===== src/rtl/store_write_buffer_pkg.sv =====
// Shared types for the store write buffer. Word addresses are held zero-extended
// to WORD_W bits, so any ADDR_W up to 64 fits one entry layout.
package store_write_buffer_pkg;

  localparam int DATA_W = 32;
  localparam int STRB_W = 4;
  localparam int WORD_W = 62;

  typedef logic [STRB_W-1:0] ByteStrb;

  typedef struct packed {
    logic [WORD_W-1:0] word;
    logic [DATA_W-1:0] data;
    ByteStrb           strb;
  } StoreEntry;

  // Expands byte enables into a 32-bit bit mask.
  function automatic logic [DATA_W-1:0] lane_mask(input ByteStrb strb);
    logic [DATA_W-1:0] mask;
    mask = '0;
    for (int b = 0; b < STRB_W; b++) begin
      mask[8*b +: 8] = {8{strb[b]}};
    end
    return mask;
  endfunction

endpackage


===== src/rtl/store_write_buffer_fwd.sv =====
// Store-to-load forwarding merge for the store write buffer; built only when
// STORE_BUF_FWD_EN is defined (the default build has no forwarding path).
`ifdef STORE_BUF_FWD_EN
module store_fwd_merge
  import store_write_buffer_pkg::*;
#(
  parameter int DEPTH = 4
) (
  input  StoreEntry         entries [DEPTH],
  input  logic [DEPTH-1:0]  valid,
  input  logic              ld_valid,
  input  logic [WORD_W-1:0] ld_word,
  output logic              hit,
  output logic [DATA_W-1:0] data,
  output ByteStrb           strb
);

  // Entries arrive oldest first, so a later match overwrites its lanes and the
  // youngest store owning each byte wins.
  always_comb begin
    hit  = 1'b0;
    data = '0;
    strb = '0;
    if (ld_valid) begin
      for (int k = 0; k < DEPTH; k++) begin
        if (valid[k] && (entries[k].word == ld_word)) begin
          hit  = 1'b1;
          strb = strb | entries[k].strb;
          data = (data & ~lane_mask(entries[k].strb)) |
                 (entries[k].data & lane_mask(entries[k].strb));
        end
      end
    end
  end

endmodule
`endif


===== src/rtl/store_write_buffer.sv =====
// Posted-write FIFO between core stores and data memory, with load snooping.
// Define STORE_BUF_FWD_EN to forward buffered bytes instead of only flagging a stall.
module store_write_buffer
  import store_write_buffer_pkg::*;
#(
  parameter int DEPTH  = 4,
  parameter int ADDR_W = 32
) (
  input  logic                     clk,
  input  logic                     rst_n,
  input  logic                     st_valid,
  input  logic [ADDR_W-1:0]        st_addr,
  input  logic [31:0]              st_data,
  input  logic [3:0]               st_strb,
  output logic                     st_ready,
  input  logic                     ld_valid,
  input  logic [ADDR_W-1:0]        ld_addr,
  output logic                     ld_hit,
  output logic [31:0]              ld_data,
  output logic [3:0]               ld_strb,
  output logic                     mem_wvalid,
  output logic [ADDR_W-1:0]        mem_waddr,
  output logic [31:0]              mem_wdata,
  output logic [3:0]               mem_wstrb,
  input  logic                     mem_wready,
  output logic [$clog2(DEPTH):0]   count,
  output logic                     empty
);

  localparam int IDX_W = $clog2(DEPTH);
  localparam int PTR_W = IDX_W + 1;

  logic [PTR_W-1:0]  wr_ptr;
  logic [PTR_W-1:0]  rd_ptr;
  logic [IDX_W-1:0]  rd_idx;
  logic [IDX_W-1:0]  wr_idx;
  StoreEntry         entries [DEPTH];
  StoreEntry         new_entry;
  logic [DEPTH-1:0]  valid;
  logic [WORD_W-1:0] ld_word;
  logic              full;
  logic              push;
  logic              pop;
  logic              unused_addr_bits;

  assign rd_idx = rd_ptr[IDX_W-1:0];
  assign wr_idx = wr_ptr[IDX_W-1:0];

  // Extra pointer MSB distinguishes full from empty when the indices coincide.
  assign full     = (wr_ptr[IDX_W] != rd_ptr[IDX_W]) && (wr_idx == rd_idx);
  assign empty    = (wr_ptr == rd_ptr);
  assign count    = wr_ptr - rd_ptr;
  assign st_ready = !full;

  // A zero-strobe store completes its handshake but never occupies an entry.
  assign push = st_valid && !full && (|st_strb);
  assign pop  = !empty && mem_wready;

  assign new_entry.word = WORD_W'(st_addr[ADDR_W-1:2]);
  assign new_entry.data = st_data;
  assign new_entry.strb = st_strb;

  assign unused_addr_bits = ^{st_addr[1:0], ld_addr[1:0]};

  always_ff @(posedge clk or negedge rst_n) begin
    if (!rst_n) begin
      wr_ptr <= '0;
      rd_ptr <= '0;
      for (int i = 0; i < DEPTH; i++) begin
        entries[i] <= '0;
      end
    end else begin
      if (push) begin
        entries[wr_idx] <= new_entry;
        wr_ptr          <= wr_ptr + PTR_W'(1);
      end
      if (pop) begin
        rd_ptr <= rd_ptr + PTR_W'(1);
      end
    end
  end

  assign mem_wvalid = !empty;
  assign mem_waddr  = {entries[rd_idx].word[ADDR_W-3:0], 2'b00};
  assign mem_wdata  = entries[rd_idx].data;
  assign mem_wstrb  = entries[rd_idx].strb;

  // An entry is live when its distance from the head is below the occupancy.
  always_comb begin
    valid = '0;
    for (int i = 0; i < DEPTH; i++) begin
      valid[i] = PTR_W'(IDX_W'(IDX_W'(i) - rd_idx)) < count;
    end
  end

  assign ld_word = WORD_W'(ld_addr[ADDR_W-1:2]);

`ifdef STORE_BUF_FWD_EN
  StoreEntry        aged       [DEPTH];
  logic [DEPTH-1:0] aged_valid;

  always_comb begin
    aged_valid = '0;
    for (int k = 0; k < DEPTH; k++) begin
      aged[k]       = entries[IDX_W'(rd_idx + IDX_W'(k))];
      aged_valid[k] = PTR_W'(k) < count;
    end
  end

  store_fwd_merge #(
    .DEPTH (DEPTH)
  ) u_fwd_merge (
    .entries  (aged),
    .valid    (aged_valid),
    .ld_valid (ld_valid),
    .ld_word  (ld_word),
    .hit      (ld_hit),
    .data     (ld_data),
    .strb     (ld_strb)
  );
`else
  // Without forwarding a hit is purely a stall request to the core.
  always_comb begin
    ld_hit = 1'b0;
    if (ld_valid) begin
      for (int i = 0; i < DEPTH; i++) begin
        if (valid[i] && (entries[i].word == ld_word)) begin
          ld_hit = 1'b1;
        end
      end
    end
  end

  assign ld_data = '0;
  assign ld_strb = '0;
`endif

endmodule


===== config.mk =====
export PLATFORM = sky130hd
export DESIGN_NAME = store_write_buffer
export DESIGN_NICKNAME = d
export VERILOG_FILES = /design/src/rtl/store_write_buffer_pkg.sv /design/src/rtl/store_write_buffer_fwd.sv /design/src/rtl/store_write_buffer.sv
export SDC_FILE = /design/constraint.sdc
export NUM_CORES = 1
export LEC_CHECK = 0
export BUFFER_PORTS_ARGS = -buffer_cell sky130_fd_sc_hd__buf_2
export CORE_MARGIN = 2
export CORE_UTILIZATION = 52
export DETAILED_ROUTE_END_ITERATION = 8
export PLACE_DENSITY = 0.84
export SLEW_MARGIN = 20
export SYNTH_ARGS = -nofsm -noshare
export SYNTH_HDL_FRONTEND = slang
export SYNTH_SLANG_ARGS = --single-unit

===== constraint.sdc =====
create_clock -name clk -period 2.85 [get_ports clk]
set_clock_uncertainty 0.1 [all_clocks]
set_input_delay 0.285 -clock clk [delete_from_list [all_inputs] [get_ports clk]]
set_output_delay 0.285 -clock clk [all_outputs]
set_load 0.02 [all_outputs]

== Yosys cells after proc, flatten, opt, wreduce, memory -nomap -nowiden ==
Cells that the tools add are included.

* $add $sub $neg: 7
* $lt $le $gt $ge: 7
* Equal/unequal tests: 7
* Multiplexer cells: 11
* Bitwise gates (word level): 2
* Reductions and logical operators: 12

{| class="wikitable"
|+ Operators by type and width
! cell !! number
|-
| 392-bit bitwise mux || 1
|-
| 62-bit by 30-bit equality test with 1-bit output || 4
|-
| 98-bit binary-select mux with 2-bit select || 1
|-
| 98-bit demux with 2-bit select || 1
|-
| 66-bit 2-to-1 mux || 2
|-
| 98-bit 2-to-1 mux || 1
|-
| 2-bit by 3-bit < comparator with 1-bit output || 4
|-
| 1-bit logical AND || 9
|-
| 3-bit by 1-bit adder with 3-bit output (second input constant) || 2
|-
| 3-bit >= comparator (second input constant) || 2
|-
| 2-bit inverter with 3-bit output || 2
|-
| 1-bit 2-to-1 mux || 5
|-
| 4-bit OR reduction || 1
|-
| 1-bit by 2-bit subtractor with 2-bit output (first input constant) || 2
|-
| 2-bit subtractor (first input constant) || 2
|-
| 3-bit equality test || 1
|-
| 3-bit by 1-bit < comparator with 1-bit output (second input constant) || 1
|-
| 3-bit subtractor || 1
|-
| 2-bit equality test || 1
|-
| 1-bit zero test || 2
|-
| 1-bit inequality test || 1
|}

* Flip-flop bits (word level): 398
* Output and inout port bits: 111

== Depth between registers and ports, before layout ==
Gate-level depths: netlist of the first run.

* Depth in word-level cells: 8
* Mapped depth: 11

== Least setup slack after synthesis of the first run ==
Ideal clock, no wire load.

* Path kind: register -> output
* Start point: register rd_ptr[1]
* End point: output ld_hit
* Arrival: 3.113 ns
* Setup slack: -0.648 ns
* Stages on the path, launching flop included: 11
* Path buffers: 2
* Cells stage by stage: dfrtp_1 buf_1 buf_1 inv_1 fa_1 inv_1 ha_1 nor2b_1 o21ai_0 nand3_1 a41oi_1

* Word-level cells in the longest chain between the ends: 8
* Elaborated cells on any way between the ends: 18
* Those cells by class: add/sub (5); order compare (4); mux (5); reduce/logical (4)

{| class="wikitable"
|+ RTL lines
! what !! RTL line !! source
|-
| from (decl) || store_write_buffer.sv:34 || <nowiki>logic [PTR_W-1:0] rd_ptr;</nowiki>
|-
| from (signal assigned) || store_write_buffer.sv:78 || <nowiki>rd_ptr <= rd_ptr + PTR_W'(1);</nowiki>
|-
| 3-bit subtractor * || store_write_buffer.sv:52 || <nowiki>assign count = wr_ptr - rd_ptr;</nowiki>
|-
| via count[1] || store_write_buffer.sv:26 || <nowiki>output logic [$clog2(DEPTH):0] count,</nowiki>
|-
| 2-bit by 3-bit < comparator with 1-bit output || store_write_buffer.sv:92 || <nowiki>valid[i] = PTR_W'(IDX_W'(IDX_W'(i) - rd_idx)) < count;</nowiki>
|-
| 1-bit logical AND || store_write_buffer.sv:127 || <nowiki>if (valid[i] && (entries[i].word == ld_word)) begin</nowiki>
|-
| 1-bit 2-to-1 mux (3 in a row) || store_write_buffer.sv:127 ||
|-
| 1-bit 2-to-1 mux * || store_write_buffer.sv:127 ||
|-
| 1-bit 2-to-1 mux * || store_write_buffer.sv:125 || <nowiki>if (ld_valid) begin</nowiki>
|-
| to (decl) || store_write_buffer.sv:18 || <nowiki>output logic ld_hit,</nowiki>
|}

Mark *: on every way through the listed nets, which the timed path passes. The rest lies on a longest branch.

== Worst setup path in the final report of the first run ==
* Start point: register rd_ptr[0]
* End point: output ld_hit

* Word-level cells in the longest chain between the ends: 8
* Elaborated cells on any way between the ends: 18
* Those cells by class: add/sub (5); order compare (4); mux (5); reduce/logical (4)

{| class="wikitable"
|+ RTL lines
! what !! RTL line
|-
| 3-bit subtractor or 1-bit by 2-bit subtractor with 2-bit output (tied branches) || store_write_buffer.sv:52, store_write_buffer.sv:92
|-
| 2-bit by 3-bit < comparator with 1-bit output || store_write_buffer.sv:92
|-
| 1-bit logical AND || store_write_buffer.sv:127
|-
| 1-bit 2-to-1 mux (3 in a row) || store_write_buffer.sv:127
|-
| 1-bit 2-to-1 mux * || store_write_buffer.sv:127
|-
| 1-bit 2-to-1 mux * || store_write_buffer.sv:125
|}

Every way passes the cells marked *; elsewhere a longest branch is shown, timed or not.

==> impl_metrics.py, run 1 <==
metrics = {
    "critical_path": {
        "end_kind": "primary output",
        "critPathTopFamily": "adder cells",
        "crit_slowest_cell": "dfrtp_4",
        "rr_endpoint": "entries[44]",
        "path_cells": "ha_4 > inv_2 > fa_2 > inv_4 > ha_4 > nor2b_1 > o21ai_1 > nand3_1 > a41oi_2 > buf_4",
        "worst-r2r-cell-count": 8,
        "cp_common_cell": "ha_4",
        "cp_max_fo": 5,
        "critPathArrivalTime_ns": 2.95,
        "cp-start-kind": "flip-flop",
        "crit_buf_inv": 3,
        "crit_path_max_incr_delay_ns": 0.49,
        "r2r_start": "rd_ptr[1]",
        "regToRegSetupSlack_ns": 0.29,
        "required_ns": 2.47,
        "path_class": "reg -> out",
    },
    "floorplanning": {
        "die_x_um": 171,
        "num_io_pins": 216,
        "die_area_um2": 29100,
        "initial_core_util_pct": 53.3,
        "die_h_um": 171,
        "core_area_um2": 27100,
        "core.rowCount": 60,
    },
    "power_and_ir_drop": {
        "p_clk_share_pct": 17.7,
        "max-vdd-ir-drop_mv": 0.842,
        "p_seq_share_pct": 31.7,
        "p_int_uw": 14700,
        "static-leakage-power_uw": 0.00792,
        "switchingPower_uw": 8570,
        "p_per_area_nw_per_um2": 1350,
        "swShare_pct": 36.8,
        "p_comb_share_pct": 50.6,
    },
    "finish": {
        "fin_cells": 1557,
        "drive_gt1_share_pct": 50.7,
        "postLayoutCellArea_um2": 17300,
        "layout_commonest_cell": "dfrtp_1",
        "nets": 1278,
        "final_cell_mix": "dfrtp_1, buf_2, mux2_4",
        "area_growth_pct": 19.5,
    },
    "sta": {
        "finalHoldViolCount": 0,
        "setup_viol": 1,
        "timing_worst_slew_pin_value_ns": 0.788,
        "setup_tns_ns": -0.486,
        "rsz0062_at_grt": "true",
        "fin_crit_ns": 3.34,
        "finalWorstSetupSlack_ns": -0.486,
        "relSlewSlack_pct": 47.5,
        "finalCritPeriodShare_pct": 117,
        "timing.fmax_mhz": 300,
        "maxSlewViolCount": 0,
    },
    "routing": {
        "drt_pre_antenna_iters": 5,
        "wirelength_um": 35200,
        "drt_iter0_markers": 433,
        "antenna_left": 0,
        "dr_total_vias": 8560,
        "post_drt_wl_per_cell_um": 22.6,
        "drc": 0,
        "viasPerCell": 5.50,
    },
    "clocking": {
        "ctsLongestPathBuffers": 3,
        "clock_sinks": 270,
        "cts_root_buffer": "clkbuf_16",
        "cts_tree": "yes",
        "h-tree-depth": 1,
        "clk_pin_slew_ns": 0.06,
        "clk_latency_ns": 0.54,
        "cts_inserted_buffers": 29,
    },
    "synth": {
        "synth_edf_count": 0,
        "synth_flop_cell": "dfrtp_1",
        "syn_area_um2": 14400,
        "seq_area_frac_synth_pct": 46.8,
        "syn_avg_cell_area_um2": 15.5,
        "synthCells": 930,
        "yosys_warnings": 0,
        "ys_ff_latch": 270,
        "ys_types": 30,
        "async_reset_ff_share_pct": 100,
    },
    "hold_path": {
        "worst_hold_startpoint": "st_valid",
        "hold_class": "in -> reg",
        "whs_endpoint": "wr_ptr[0]",
        "hold-path-cell-count": 3,
    },
    "global_route": {
        "grt_antenna_before_repair": 7,
        "grt_pass1_wl_um": 54500,
        "grt_overflow_total": 0,
        "grt_pass1_vias": 9451,
        "track_usage_pct": 24.4,
        "grt_max_degree": 91,
    },
    "placement": {
        "place_ws_ns": -0.00221,
        "hpwlAfterDp_um": 23100,
        "globalplace.congestion": 0.938,
        "place_area_um2": 15400,
        "dp.cells": 1428,
        "port_buffers": 173,
    },
    "status": {
        "status": "complete, but fails checks",
        "violations": "negative setup slack",
    },
    "run": {
        "maxCapViolCount": 0,
    },
}
==> layer usage <==
| metal | part of all wire, % | GRT usage, % | up-vias |
|---|---|---|---|
| li1 | - | - | 3708 |
| met2 | 48 | 40.4 | 329 |
| met5 | 0.12 | 0 | - |
| met1 | 41 | 31.3 | 4422 |
| met4 | 4.4 | 9.66 | 6 |
| met3 | 6.9 | 5.57 | 95 |
==> worst min-delay path, cell delays in order <==
cell and delay (ns):
buf_2 0.07, and3_2 0.32, xnor2_1 0.09
==> synth_stat cells, types with 6 or more instances <==
cell	instances	share of area (%)
buf_4	47	2.4
mux2_4	150	16
mux4_2	66	10
dfrtp_1	270	47
nand2_1	6	0.16
clkbuf_1	32	0.83
buf_12	19	2.6
xnor2_1	124	7.5
nand3_1	6	0.21
ha_1	13	1.1
nand4_1	28	1.2
buf_1	7	0.18
inv_1	12	0.31
buf_2	6	0.21
nor4_1	8	0.35
mux2_2	114	8.9
==> layout make-up <==
type | count | area (µm²)
fillers | 1936 | 9850
multi-input cells | 573 | 6900
flip-flops and latches | 270 | 6760
repair buffers | 273 | 2020
clock buffers | 39 | 823
well taps | 372 | 465
clock inverters | 14 | 225
inverters | 12 | 47.5
diodes | 4 | 10.0
==> kinds of logic after synthesis <==
group                    share of synthesized area, %
AND/OR/NAND/NOR                                  2.44
adder cells (fa/ha/maj)                          1.27
other                                          0.0260
buffers and inverters                            6.69
multiplexers                                     34.9
AO/OA/AOI/OAI                                   0.286
flip-flops                                       46.8
XOR/XNOR                                         7.64
==> how the worst max path moves through the flow <==
stage	from	endpoint	slack [ns]	cells after the start
2_1_floorplan	rd_ptr[1]	ld_hit	0.03	10
3_3_place_gp	wr_ptr[0]	ld_hit	0.03	11
3_5_place_dp	wr_ptr[0]	ld_hit	-0.002	11
4_1_cts	rd_ptr[0]	ld_hit	-0.44	10
5_1_grt	wr_ptr[0]	ld_hit	-0.54	11
6_report	rd_ptr[0]	ld_hit	-0.49	10
==> registers in the layout, summed over array words and instances, names as in the netlist <==
| signal | cells |
|---|---|
| rd_ptr | 3 |
| wr_ptr | 3 |
| entries | 264 |
==> power groups by stage <==
stage,clock network (µW),logic (µW),registers [µW]
6_report,4130,11800,7380
5_1_grt,4350,12500,7620
4_1_cts,4200,11700,7340
3_5_place_dp,0,11400,7350
3_3_place_gp,0,11200,7200
2_1_floorplan,0,8960,6860
==> what timing repair did <==
action / 4_1_cts / 5_1_grt
setup endpoints to repair: 15 / 111
buffers inserted: 3 / 0
gates cloned: 0 / 1
pin swaps: 6 / 1
hold buffers: 68 / 0
gates resized for setup: 11 / 3
hold endpoints to repair: 351 / 0
==> per-stage QoR <==
| step | power [µW] | utilization, % | hold WS (ns) |
|---|---|---|---|
| after global routing | 24500 | 63.7 | 0.191 |
| after global placement | 18400 | 56.9 | 0.269 |
| after detailed placement | 18800 | 56.9 | 0.269 |
| after CTS | 23300 | 63.5 | 0.232 |
| final | 23300 | 63.7 | 0.172 |
| after floorplan | 15800 | - | -0.111 |
Power figures use the tool's default switching activity.
==> run 2, diff against run 1 <==
--- a/config.mk
+++ b/config.mk
@@ -9,6 +9,7 @@
 export CORE_MARGIN = 2
 export CORE_UTILIZATION = 52
 export DETAILED_ROUTE_END_ITERATION = 8
+export GPL_TIMING_DRIVEN = 0
 export PLACE_DENSITY = 0.84
 export SLEW_MARGIN = 20
 export SYNTH_ARGS = -nofsm -noshare
==> impl_metrics.py, run 2 (same netlist as run 1, synthesis figures left out) <==
metrics = {
    "status": {
        "status": "complete, but fails checks",
        "violations": "negative setup slack",
    },
    "critical_path": {
        "required_ns": 2.47,
        "crit_slowest_cell": "fa_2",
        "critPathTopFamily": "adder cells",
        "path_cells": "buf_12 > buf_12 > clkinvlp_4 > fa_2 > inv_4 > ha_1 > a21oi_2 > o211ai_1 > a41oi_2 > buf_4",
        "critPathArrivalTime_ns": 2.95,
        "crit_buf_inv": 5,
        "cp_max_fo": 5,
        "crit_path_max_incr_delay_ns": 0.56,
        "cp_common_cell": "buf_12",
        "cp-start-kind": "flip-flop",
        "end_kind": "primary output",
        "path_class": "reg -> out",
    },
    "hold_path": {
        "hold_class": "in -> reg",
    },
    "sta": {
        "timing.fmax_mhz": 300,
        "setup_viol": 1,
        "rsz0062_at_grt": "true",
        "finalHoldViolCount": 0,
        "whs_ns": 0.143,
        "finalCritPeriodShare_pct": 117,
        "timing_worst_slew_pin_value_ns": 0.791,
        "finalWorstSetupSlack_ns": -0.485,
        "fin_crit_ns": 3.33,
        "maxSlewViolCount": 0,
        "relSlewSlack_pct": 47.3,
    },
    "global_route": {
        "grt_antenna_before_repair": 4,
        "grt_max_degree": 99,
        "grt_pass1_vias": 9594,
        "grt_pass1_wl_um": 55900,
        "grt_overflow_total": 0,
        "track_usage_pct": 25.5,
    },
    "run": {
        "maxCapViolCount": 0,
    },
    "power_and_ir_drop": {
        "p_seq_share_pct": 31.4,
        "switchingPower_uw": 8840,
        "p_per_area_nw_per_um2": 1330,
        "p_comb_share_pct": 53.0,
        "max-vdd-ir-drop_mv": 0.951,
        "p_clk_share_pct": 15.6,
        "static-leakage-power_uw": 0.00812,
        "swShare_pct": 37.6,
        "p_int_uw": 14700,
    },
    "finish": {
        "reg_top3": "entries: 264 flops, rd_ptr: 3 flops, wr_ptr: 3 flops",
        "largest-register": "entries",
        "nets": 1336,
        "final_cell_mix": "dfrtp_1, mux2_4, buf_2",
        "largest_reg_flops": 264,
        "area_growth_pct": 22.1,
        "fin_util_pct": 65.1,
        "layout_commonest_cell": "dfrtp_1",
        "drive_gt1_share_pct": 50.3,
    },
    "floorplanning": {
        "initial_core_util_pct": 53.3,
        "die_x_um": 171,
        "num_io_pins": 216,
        "die_h_um": 171,
        "core_area_um2": 27100,
        "core.rowCount": 60,
        "die_area_um2": 29100,
    },
    "routing": {
        "wirelength_um": 36600,
        "drc": 0,
        "drt_iter0_markers": 672,
        "dr_total_vias": 8818,
        "post_drt_wl_per_cell_um": 22.7,
        "antenna_left": 0,
        "viasPerCell": 5.47,
        "drt_pre_antenna_iters": 5,
    },
    "placement": {
        "port_buffers": 143,
        "hpwlAfterDp_um": 25100,
        "place_ws_ns": -0.516,
        "globalplace.congestion": 0.936,
    },
    "clocking": {
        "h-tree-depth": 1,
        "cts_tree": "yes",
        "clock_sinks": 270,
        "cts_inserted_buffers": 29,
        "clk_latency_ns": 0.55,
        "clk_pin_slew_ns": 0.06,
        "ctsLongestPathBuffers": 3,
        "cts_root_buffer": "clkbuf_16",
    },
}
## run 2: layer usage
metal | vias up | routed length [µm] | track usage [%]
li1 | 3836 | - | -
met1 | 4568 | 14900 | 33.0
met2 | 330 | 18000 | 42.5
met3 | 80 | 2450 | 5.57
met4 | 4 | 1320 | 9.07
met5 | - | 24 | 0
## run 2: final timing paths
kind | start | to | slack [ns] | cells past startpoint
worst min-delay path | st_valid | wr_ptr[0] | 0.14 | 4
worst min register to register | rd_ptr[2] | rd_ptr[2] | 0.39 | 1
worst max-delay path | rd_ptr[1] | ld_hit | -0.48 | 10
max in group asynchronous | rst_n | entries[327] | 1.51 | 3
worst max register to register | rd_ptr[1] | entries[55] | 0.31 | 12
min in group asynchronous | rst_n | entries[243] | 0.20 | 2
## run 2: power by group through the flow
stage                     combinational [µW]  sequential, µW  clock [µW]
final                                  12500            7390        3670
after global routing                   13100            7590        3900
after CTS                              12400            7300        3750
after detailed placement               11800            7350           0
after global placement                 11600            7200           0
after floorplan                         8960            6860           0
## run 2: final cells by class
class / instances / area [µm²]
plain buffers: 111 / 981
clock buffers: 44 / 822
multi-input cells: 573 / 6940
diodes: 3 / 7.51
clock inverters: 7 / 92.6
inverters: 12 / 51.3
flip-flops and latches: 270 / 6760
well taps: 372 / 465
fillers: 1910 / 9470
repair buffers: 220 / 1520
## run 2: what timing repair did
action	in CTS	in global routing
setup endpoints to repair	45	25
endpoints found under the hold margin	343	0
pin swaps	5	5
setup buffers	6	1
resized for setup	33	9
hold buffers	68	0
## run 2: through the flow
step / TNS [ns] / cells / power, µW / cell area (µm²)
2_1_floorplan: 0 / 967 / 15800 / 14600
3_3_place_gp: -933.79 / 1482 / 18800 / 15800
3_5_place_dp: -0.516 / 1484 / 19100 / 15800
4_1_cts: -0.479 / 1608 / 23400 / 17600
5_1_grt: -0.545 / 1611 / 24600 / 17600
6_report: -0.485 / 1612 / 23500 / 17600
## run 2: worst reg2reg max path: cells and delay by family, from the launching register on
kind,cells,cell delay (ns)
DFF,1,0.39
adders and majority gates,1,0.28
buffers and inverters,7,0.94
muxes,1,0.32
and+or+nand+nor,3,0.39
==> run 3, diff against run 2 <==
--- a/config.mk
+++ b/config.mk
@@ -6,11 +6,14 @@
 export NUM_CORES = 1
 export LEC_CHECK = 0
 export BUFFER_PORTS_ARGS = -buffer_cell sky130_fd_sc_hd__buf_2
+export CAP_MARGIN = 10
+export CELL_PAD_IN_SITES_DETAIL_PLACEMENT = 0
+export CELL_PAD_IN_SITES_GLOBAL_PLACEMENT = 1
 export CORE_MARGIN = 2
 export CORE_UTILIZATION = 52
 export DETAILED_ROUTE_END_ITERATION = 8
 export GPL_TIMING_DRIVEN = 0
-export PLACE_DENSITY = 0.84
+export PLACE_DENSITY = 0.93
 export SLEW_MARGIN = 20
 export SYNTH_ARGS = -nofsm -noshare
 export SYNTH_HDL_FRONTEND = slang
==> constraint.sdc (replaced) <==
create_clock -name clk -period 4 [get_ports clk]
set_clock_uncertainty 0.1 [all_clocks]
set_input_delay 0.4 -clock clk [delete_from_list [all_inputs] [get_ports clk]]
set_output_delay 0.4 -clock clk [all_outputs]
set_load 0.02 [all_outputs]
==> impl_metrics.py, run 3 (same netlist as run 1, synthesis figures left out) <==
metrics = {
    "status": {
        "status": "completed",
    },
    "clocking": {
        "cts_inserted_buffers": 29,
        "postCtsSetupRepairBufs": 0,
        "clk_pin_slew_ns": 0.06,
        "cts_tree": "yes",
        "clk_latency_ns": 0.55,
        "h-tree-depth": 1,
        "cts_root_buffer": "clkbuf_16",
        "ctsLongestPathBuffers": 3,
        "clock_sinks": 270,
    },
    "routing": {
        "drt_iter0_markers": 573,
        "viasPerCell": 5.42,
        "drc": 0,
        "dr_total_vias": 8351,
        "wirelength_um": 34800,
        "antenna_left": 0,
        "drt_pre_antenna_iters": 5,
        "post_drt_wl_per_cell_um": 22.6,
    },
    "floorplanning": {
        "initial_core_util_pct": 53.3,
        "die_x_um": 171,
        "core.rowCount": 60,
        "die_area_um2": 29100,
        "core_area_um2": 27100,
        "die_h_um": 171,
        "num_io_pins": 216,
    },
    "sta": {
        "maxSlewViolCount": 0,
        "timing_worst_slew_pin_value_ns": 0.983,
        "setup_viol": 0,
        "timing.fmax_mhz": 261,
        "finalHoldViolCount": 0,
        "finalCritPeriodShare_pct": 95.6,
        "fin_crit_ns": 3.82,
        "finalWorstSetupSlack_ns": 0.175,
        "relSlewSlack_pct": 34.5,
        "rsz0062_at_grt": "false",
    },
    "finish": {
        "largest_reg_flops": 264,
        "reg_top3": "entries: 264 flops, rd_ptr: 3 flops, wr_ptr: 3 flops",
        "postLayoutCellArea_um2": 16900,
        "final-seq-area_um2": 6760,
        "nets": 1264,
        "area_growth_pct": 16.9,
        "fin_util_pct": 62.3,
        "final_cell_mix": "dfrtp_1, mux2_4, buf_2",
        "multi_input_area_um2": 6860,
        "fillerInstances": 2042,
        "layout_commonest_cell": "dfrtp_1",
        "largest-register": "entries",
        "drive_gt1_share_pct": 51.8,
    },
    "critical_path": {
        "cp_common_cell": "inv_1",
        "crit_path_max_incr_delay_ns": 0.51,
        "crit_slowest_cell": "fa_1",
        "end_kind": "primary output",
        "required_ns": 3.50,
        "cp_max_fo": 5,
        "cp-start-kind": "flip-flop",
        "path_class": "reg -> out",
        "path_cells": "inv_1 > ha_1 > inv_1 > fa_1 > inv_1 > ha_1 > nor2b_1 > o21ai_1 > nand3_1 > a41oi_2 > buf_2",
        "critPathArrivalTime_ns": 3.32,
    },
    "placement": {
        "hpwlAfterDp_um": 25100,
        "place_area_um2": 15800,
        "port_buffers": 143,
        "globalplace.congestion": 0.974,
        "place_ws_ns": -0.616,
    },
    "power_and_ir_drop": {
        "p_per_area_nw_per_um2": 975,
        "static-leakage-power_uw": 0.00783,
        "max-vdd-ir-drop_mv": 0.523,
    },
    "global_route": {
        "grt_use_met1_pct": 33.5,
        "grtUsageMet2_pct": 39.6,
        "track_usage_pct": 24.3,
        "grt_pass1_wl_um": 53000,
        "grt_busiest_layer": "met2",
        "grt_overflow_total": 0,
        "grt_max_degree": 99,
        "grt_util_met3_pct": 5.37,
        "grt_pass1_vias": 8934,
        "grt_antenna_before_repair": 4,
    },
    "run": {
        "maxCapViolCount": 0,
    },
    "hold_path": {
        "hold_class": "in -> reg",
    },
}
## run 3: worst paths after layout
kind                              from            to  slack (ns)  depth (start not counted)
max reg2reg                  rd_ptr[1]   entries[48]        1.45                         10
min in group asynchronous        rst_n   entries[47]        0.34                          2
max                          wr_ptr[0]        ld_hit        0.18                         11
max in group asynchronous        rst_n  entries[117]        2.55                          3
min                        st_data[13]   entries[17]        0.02                          2
min reg2reg                  rd_ptr[2]     rd_ptr[2]        0.39                          1
## run 3: stage by stage
stage	hold WS [ns]	power, µW	TNS (ns)	cells
final	0.0166	16500	0	1542
after global routing	0.00615	17300	0	1540
after CTS	0.000164	16500	0	1539
after detailed placement	0.330	13600	-0.616	1485
after global placement	0.379	13400	-651.60	1482
after floorplan	0.00441	11200	0	967
## run 3: layout make-up
class	count	share of cell area (%)
Sequential cell	270	40.0
Antenna cell	2	0.0297
Buffer	111	5.53
Multi-Input combinational cell	573	40.7
Timing Repair Buffer	148	4.83
Clock buffer	38	4.74
Clock inverter	16	1.15
Inverter	12	0.267
Tap cell	372	2.76
## run 3: where the power goes
group          internal, µW  leakage [µW]  switching [µW]
sequential             4160       0.00321            1070
clock                  1670      0.000493            1130
combinational          4500       0.00413            3930
total                 10300       0.00783            6130
## run 3: timing repair
item,4_1_cts,5_1_grt
hold endpoints to repair,74,1
hold buffers,1,1
gates resized for setup,6,4
endpoints found under the setup margin,2,1
## run 3: metal layers
metal  part of all wire [%]  up-vias
li1                       -     3690
met1                     43     4335
met2                     48      273
met3                    7.1       49
met4                    2.3        4
met5                  0.060        -
## run 3: worst max-delay path: cells and delay by family, from the launching register on
family | cells | cell delay, ns
adder cells (fa/ha/maj) | 3 | 1.03
buffers and inverters | 4 | 0.57
AO/OA/AOI/OAI | 2 | 0.51
flip-flops | 1 | 0.41
AND/OR/NAND/NOR | 2 | 0.25
